<file path="src/rtl/speaker_pwm_output_if.sv">
// Sample-input handshake bundle for the speaker PWM output stage.
// The master drives complex sample words; the slave returns in_ready.
interface speaker_pwm_output_if #(
  parameter int WIDTH = 32
);
  logic [WIDTH-1:0] input_stream;
  logic             in_valid;
  logic             in_ready;

  modport master (output input_stream, output in_valid, input in_ready);
  modport slave  (input input_stream, input in_valid, output in_ready);
endinterface

</file>
<file path="src/rtl/speaker_pwm_output.sv">
// Speaker PWM output: FIFO of saturated duty values, one sample per PWM period.
// Optional macro UNDERRUN_MIDSCALE_EN: on underrun play midscale instead of repeating the last duty.
module speaker_pwm_output #(
  parameter int WIDTH      = 32,
  parameter int PWM_BITS   = 12,
  parameter int FIFO_DEPTH = 8
) (
  input  logic                          clk,
  input  logic                          reset,
  speaker_pwm_output_if.slave           in_if,
  output logic                          pwm_out,
  output logic [$clog2(FIFO_DEPTH):0]   fifo_level,
  output logic                          underrun
);

  localparam int HALF = WIDTH / 2;
  localparam int AW   = $clog2(FIFO_DEPTH);
  localparam int LW   = AW + 1;

  localparam logic [PWM_BITS-1:0]    CNT_MAX  = {PWM_BITS{1'b1}};
  localparam logic [PWM_BITS-1:0]    MIDSCALE = {1'b1, {(PWM_BITS-1){1'b0}}};
  localparam logic signed [HALF-1:0] SAT_HI   = HALF'((32'sd1 <<< (PWM_BITS-1)) - 32'sd1);
  localparam logic signed [HALF-1:0] SAT_LO   = ~SAT_HI;
  localparam logic [LW-1:0]          LVL_FULL = LW'(FIFO_DEPTH);
  localparam logic [LW-1:0]          LVL_ONE  = {{AW{1'b0}}, 1'b1};
  localparam logic [AW-1:0]          PTR_ONE  = {{(AW-1){1'b0}}, 1'b1};

  // Clamp to the PWM range, then flipping the sign bit adds the midscale offset.
  function automatic logic [PWM_BITS-1:0] to_duty(input logic signed [HALF-1:0] r);
    if (r > SAT_HI) begin
      return {PWM_BITS{1'b1}};
    end else if (r < SAT_LO) begin
      return {PWM_BITS{1'b0}};
    end else begin
      return {~r[PWM_BITS-1], r[PWM_BITS-2:0]};
    end
  endfunction

  logic [PWM_BITS-1:0] mem_q [FIFO_DEPTH];
  logic [PWM_BITS-1:0] cnt_q, cnt_d;
  logic [PWM_BITS-1:0] duty_q, duty_d;
  logic                pwm_q, pwm_d;
  logic [LW-1:0]       level_q, level_d;
  logic [AW-1:0]       wr_ptr_q, wr_ptr_d;
  logic [AW-1:0]       rd_ptr_q, rd_ptr_d;
  logic                underrun_q, underrun_d;

  logic push_s, pop_s, boundary_s, full_s, empty_s;
  logic unused_imag_s;

  assign unused_imag_s = ^in_if.input_stream[WIDTH-1:HALF];

  assign full_s     = (level_q == LVL_FULL);
  assign empty_s    = (level_q == {LW{1'b0}});
  assign boundary_s = (cnt_q == CNT_MAX);
  assign push_s     = in_if.in_valid && !full_s;
  assign pop_s      = boundary_s && !empty_s;

  assign in_if.in_ready = !full_s;
  assign pwm_out        = pwm_q;
  assign fifo_level     = level_q;
  assign underrun       = underrun_q;

  // Next-state logic for the PWM engine, FIFO bookkeeping and underrun flag.
  always_comb begin
    cnt_d      = cnt_q + {{(PWM_BITS-1){1'b0}}, 1'b1};
    pwm_d      = (cnt_q < duty_q);
    duty_d     = duty_q;
    level_d    = level_q;
    wr_ptr_d   = wr_ptr_q;
    rd_ptr_d   = rd_ptr_q;
    underrun_d = underrun_q;

    if (push_s) begin
      wr_ptr_d = wr_ptr_q + PTR_ONE;
    end else begin
      wr_ptr_d = wr_ptr_q;
    end

    if (pop_s) begin
      duty_d   = mem_q[rd_ptr_q];
      rd_ptr_d = rd_ptr_q + PTR_ONE;
    end else if (boundary_s) begin
      underrun_d = 1'b1;
`ifdef UNDERRUN_MIDSCALE_EN
      duty_d     = MIDSCALE;
`else
      duty_d     = duty_q;
`endif
    end else begin
      duty_d   = duty_q;
      rd_ptr_d = rd_ptr_q;
    end

    case ({push_s, pop_s})
      2'b10:   level_d = level_q + LVL_ONE;
      2'b01:   level_d = level_q - LVL_ONE;
      default: level_d = level_q;
    endcase
  end

  // State registers with asynchronous flush.
  always_ff @(posedge clk or posedge reset) begin
    if (reset) begin
      cnt_q      <= {PWM_BITS{1'b0}};
      duty_q     <= MIDSCALE;
      pwm_q      <= 1'b0;
      level_q    <= {LW{1'b0}};
      wr_ptr_q   <= {AW{1'b0}};
      rd_ptr_q   <= {AW{1'b0}};
      underrun_q <= 1'b0;
    end else begin
      cnt_q      <= cnt_d;
      duty_q     <= duty_d;
      pwm_q      <= pwm_d;
      level_q    <= level_d;
      wr_ptr_q   <= wr_ptr_d;
      rd_ptr_q   <= rd_ptr_d;
      underrun_q <= underrun_d;
    end
  end

  // Sample storage; contents are only meaningful below the occupancy count.
  always_ff @(posedge clk) begin
    if (push_s) begin
      mem_q[wr_ptr_q] <= to_duty($signed(in_if.input_stream[HALF-1:0]));
    end
  end

endmodule

</file>
<file path="src/flat_wrapper.sv">
// flat-port wrapper written by rule: the top's interface ports become plain ports
module speaker_pwm_output_flat 
#(
  parameter int WIDTH      = 32,
  parameter int PWM_BITS   = 12,
  parameter int FIFO_DEPTH = 8
)
  (clk, reset, pwm_out, fifo_level, underrun, in_if_input_stream, in_if_in_valid, in_if_in_ready);
  speaker_pwm_output_if #(.WIDTH(WIDTH)) in_if_i ();
  input  logic clk;
  input  logic reset;
  output logic pwm_out;
  output logic [$clog2(FIFO_DEPTH):0] fifo_level;
  output logic underrun;
  input wire logic [$bits(in_if_i.input_stream)-1:0] in_if_input_stream;
  input wire logic [$bits(in_if_i.in_valid)-1:0] in_if_in_valid;
  output wire logic [$bits(in_if_i.in_ready)-1:0] in_if_in_ready;
  assign in_if_i.input_stream = in_if_input_stream;
  assign in_if_i.in_valid = in_if_in_valid;
  assign in_if_in_ready = in_if_i.in_ready;
  speaker_pwm_output #(.WIDTH(WIDTH), .PWM_BITS(PWM_BITS), .FIFO_DEPTH(FIFO_DEPTH)) u_core (.clk(clk), .reset(reset), .in_if(in_if_i), .pwm_out(pwm_out), .fifo_level(fifo_level), .underrun(underrun));
endmodule
</file>
<file path="config.mk">
export PLATFORM = sky130hd
export DESIGN_NAME = speaker_pwm_output_flat
export DESIGN_NICKNAME = d
export VERILOG_FILES = /design/src/rtl/speaker_pwm_output_if.sv /design/src/rtl/speaker_pwm_output.sv /design/src/flat_wrapper.sv
export SDC_FILE = /design/constraint.sdc
export NUM_CORES = 1
export LEC_CHECK = 0
export CAP_MARGIN = 5
export CORE_MARGIN = 4
export CORE_UTILIZATION = 58
export DETAILED_ROUTE_END_ITERATION = 10
export GPL_TIMING_DRIVEN = 0
export PLACE_DENSITY = 0.83
export SLEW_MARGIN = 5
export SYNTH_ARGS = -nofsm -noshare
export SYNTH_HDL_FRONTEND = slang
export SYNTH_SLANG_ARGS = --single-unit
</file>
<file path="constraint.sdc">
create_clock -name clk -period 3.2 [get_ports clk]
set_input_delay 0.48 -clock clk [delete_from_list [all_inputs] [get_ports clk]]
set_output_delay 0.48 -clock clk [all_outputs]
set_load 0.02 [all_outputs]
</file>
==> impl_metrics.csv <==
group,metric,value,unit
timing,maxSlewViolCount,0,
job,cap_violations,0,
place,dp_cells,490,
clocking,ctsHtreeMaxLevel,4,
power,power,0.00469,W
clocking,cts_tree,"done",
synthesis,synth_warnings,0,
detailed_routing,top_layer,"met4",
final_layout,antenna_cells,0,
synthesis,syn_inst,333,
worst_setup_path,crit_slowest_cell,"nor4_1",
clocking,insertion_delay,0.53,ns
final_layout,final.fill_count,586,
synthesis,synth_edf_count,96,
timing,fin_skew,0.00701,ns
worst_setup_path,cp.arrival,3.34,ns
detailed_routing,wl_met3,495,um
floorplan,rows,35,
clocking,cts_made_buffers,17,
final_layout,areaGrowthSynthToFinish,19.3,%
synthesis,synth.distinct_cells,43,
worst_setup_path,crit_chain,"clkbuf_1, nor4_1, nor4_4, buf_6, ha_1, xor2_1, ha_1, a21oi_1, xor2_1, nor2_1, xor2_1",
global_routing,overflow,0,
final_layout,drive_gt1_share,21.9,%
floorplan,die_area,11300,um2
synthesis,yosys_register_bits,132,
worst_setup_path,critical_path.max_stage_delay,0.72,ns
synthesis,yosysSeqAreaShare,67.8,%
floorplan,io_pins,42,
timing,period_minus_slack,2.93,ns
power,p_per_area,704,nW/um2
synthesis,synth_ff_type,"edfxtp_1",
worst_setup_path,setup.worst_path.end_class,"register",
worst_setup_path,critPathBufInv,2,
synthesis,ys_top_cells_by_area,"edfxtp_1 52%, dfrtp_1 16%, mux4_2 9.7%",
floorplan,coreArea,9280,um2
clocking,clk_pin_slew,0.06,ns
worst_setup_path,critical-path-top-delay-family,"simple AND/OR/NAND/NOR gates",
floorplan,die_w,106,um
synthesis,avgSynthCellArea,16.8,um2
detailed_routing,post_drt_wl_per_cell,20.7,um
synthesis,yosys.area.top_type,"edfxtp_1",
global_routing,grt.total_usage,20.8,%
final_layout,final_cells,522,
hold_path,hold_path_class,"in2async",
detailed_routing,met1_length,4.31,mm
clocking,cts_sinks,132,
detailed_routing,wirelength,10.8,mm
clocking,cts_resized,0,
detailed_routing,vias_per_cell,5.70,
final_layout,mostFrequentLayoutCells,"96 x edfxtp_1, 35 x dfrtp_1, 25 x clkdlybuf4s50_1, 24 x mux4_2, 21 x nor2_1",
global_routing,grt_pass1_wl,16.7,mm
floorplan,start_util,60.1,%
global_routing,grt_pass1_vias,3061,
clocking,cts_buffer_depth,2,
worst_setup_path,cp_max_fo,11,
global_routing,grt_max_degree,20,
power,max-vdd-ir-drop,0.000639,V
place,io_buffers,25,
detailed_routing,wl_met2,5.83,mm
detailed_routing,drc,0,
place,hpwl,6.87,mm
global_routing,antenna_found_initial,0,
timing,setup_viol,0,
detailed_routing,drt_iter0_markers,199,
worst_setup_path,cp-start-kind,"register",
timing,hold_viol_final,0,
clocking,post_cts.repair.setup_buffers,0,
synthesis,synth.top_cell.area_share,51.7,%
floorplan,dieHeight,106,um
detailed_routing,ant_nets,0,
final_layout,finalNetCount,432,
worst_setup_path,crit_top_cell,"xor2_1",
timing,max_slew_margin,20.8,%
timing,worst_pin_slew,1.18,ns
detailed_routing,first_pass_iters,6,
clocking,cts_root_buf,"clkbuf_8",
timing,fin_crit_sh,91.7,%
clocking,hold_buffers,0,
run_status,status,"finished, final reports clean",
power,leakage,2.42,nW
worst_setup_path,crit_type,"reg2reg",
synthesis,netlist_area,5580,um2
final_layout,layout_commonest_cell,"edfxtp_1",
place,routabilityCongestion,0.765,
synthesis,syn_nets,385,
timing,fmax,341,MHz
synthesis,async_flop_share,27.3,%
detailed_routing,vias,2974,
worst_setup_path,required,3.61,ns
timing,rsz0062_at_grt,"no",
final cells by class:
type,count,area (um2),area share [%]
clock buffers,17,414,6.22
well taps,129,161,2.42
repair buffers,28,300,4.51
plain buffers,13,76.3,1.15
inverters,15,56.3,0.846
clock inverters,15,179,2.69
multi-input cells,173,1690,25.3
flip-flops and latches,132,3780,56.9
per-stage QoR:
stage | hold slack [ns] | TNS (ns) | instance area, um2 | worst slack, ns | utilization, %
3_5_place_dp | 0.492 | 0 | 6050 | 0.264 | 65.2
4_1_cts | 0.413 | 0 | 6650 | 0.245 | 71.6
3_3_place_gp | 0.478 | -3.13 | 5990 | -0.261 | 64.5
6_report | 0.394 | 0 | 6660 | 0.266 | 71.7
5_1_grt | 0.469 | 0 | 6660 | 0.0987 | 71.7
2_1_floorplan | 0.455 | 0 | 5580 | 0.455 | -
layer usage:
layer / vias to the layer above / track usage (%)
met5: - / 0
met4: 0 / 7.22
met3: 17 / 6.44
met2: 78 / 36.1
met1: 1516 / 24.6
li1: 1363 / -
where the power goes:
part           switching, W  internal [W]
registers          0.000105       0.00208
clock network      0.000746       0.00119
logic              0.000335      0.000227
total               0.00119       0.00350
logic make-up (layout without fill, tap and decap cells):
kind of cell,after synthesis,in the layout,share of synthesized area [%]
AOI/OAI and AO/OA,37,37,4.78
xor gates and xnor gates,18,18,2.83
adders and majority gates,17,17,3.81
buffers and inverters,28,88,2.38
DFF,132,132,67.8
muxes,39,39,12.5
and+or+nand+nor,62,62,5.87
registers in the layout (all words and copies together), names as in the netlist:
register,count
u_core.mem_q,96
u_core.cnt_q,12
u_core.duty_q,12
u_core.fifo_level,4
u_core.rd_ptr_q,3
u_core.wr_ptr_q,3
u_core.pwm_out,1
u_core.underrun,1
synth_stat cells (all sizes together), types with 5 or more instances:
master	n
mux4	24
inv	15
edfxtp	96
a21oi	15
ha	17
nand4	5
buf	6
nor2	26
clkbuf	6
mux2i	12
xor2	9
nand2	10
dfrtp	35
xnor2	9
nand3	6
o21a	12
path summary, 6_finish.rpt:
path | start | end | slack, ns | depth (start not counted)
setup / recovery | u_core.fifo_level[1] | u_core.fifo_level[2] | 0.27 | 11
hold / removal | reset | u_core.fifo_level[2] | 0.39 | 2
setup reg to reg | u_core.fifo_level[1] | u_core.fifo_level[2] | 0.27 | 11
hold reg to reg | u_core.cnt_q[0] | u_core.cnt_q[0] | 0.50 | 1
max in group asynchronous | reset | u_core.duty_q[3] | 2.26 | 3
min in group clk | u_core.cnt_q[0] | u_core.cnt_q[0] | 0.50 | 1
No activity file was read; power rests on OpenSTA's default activity.
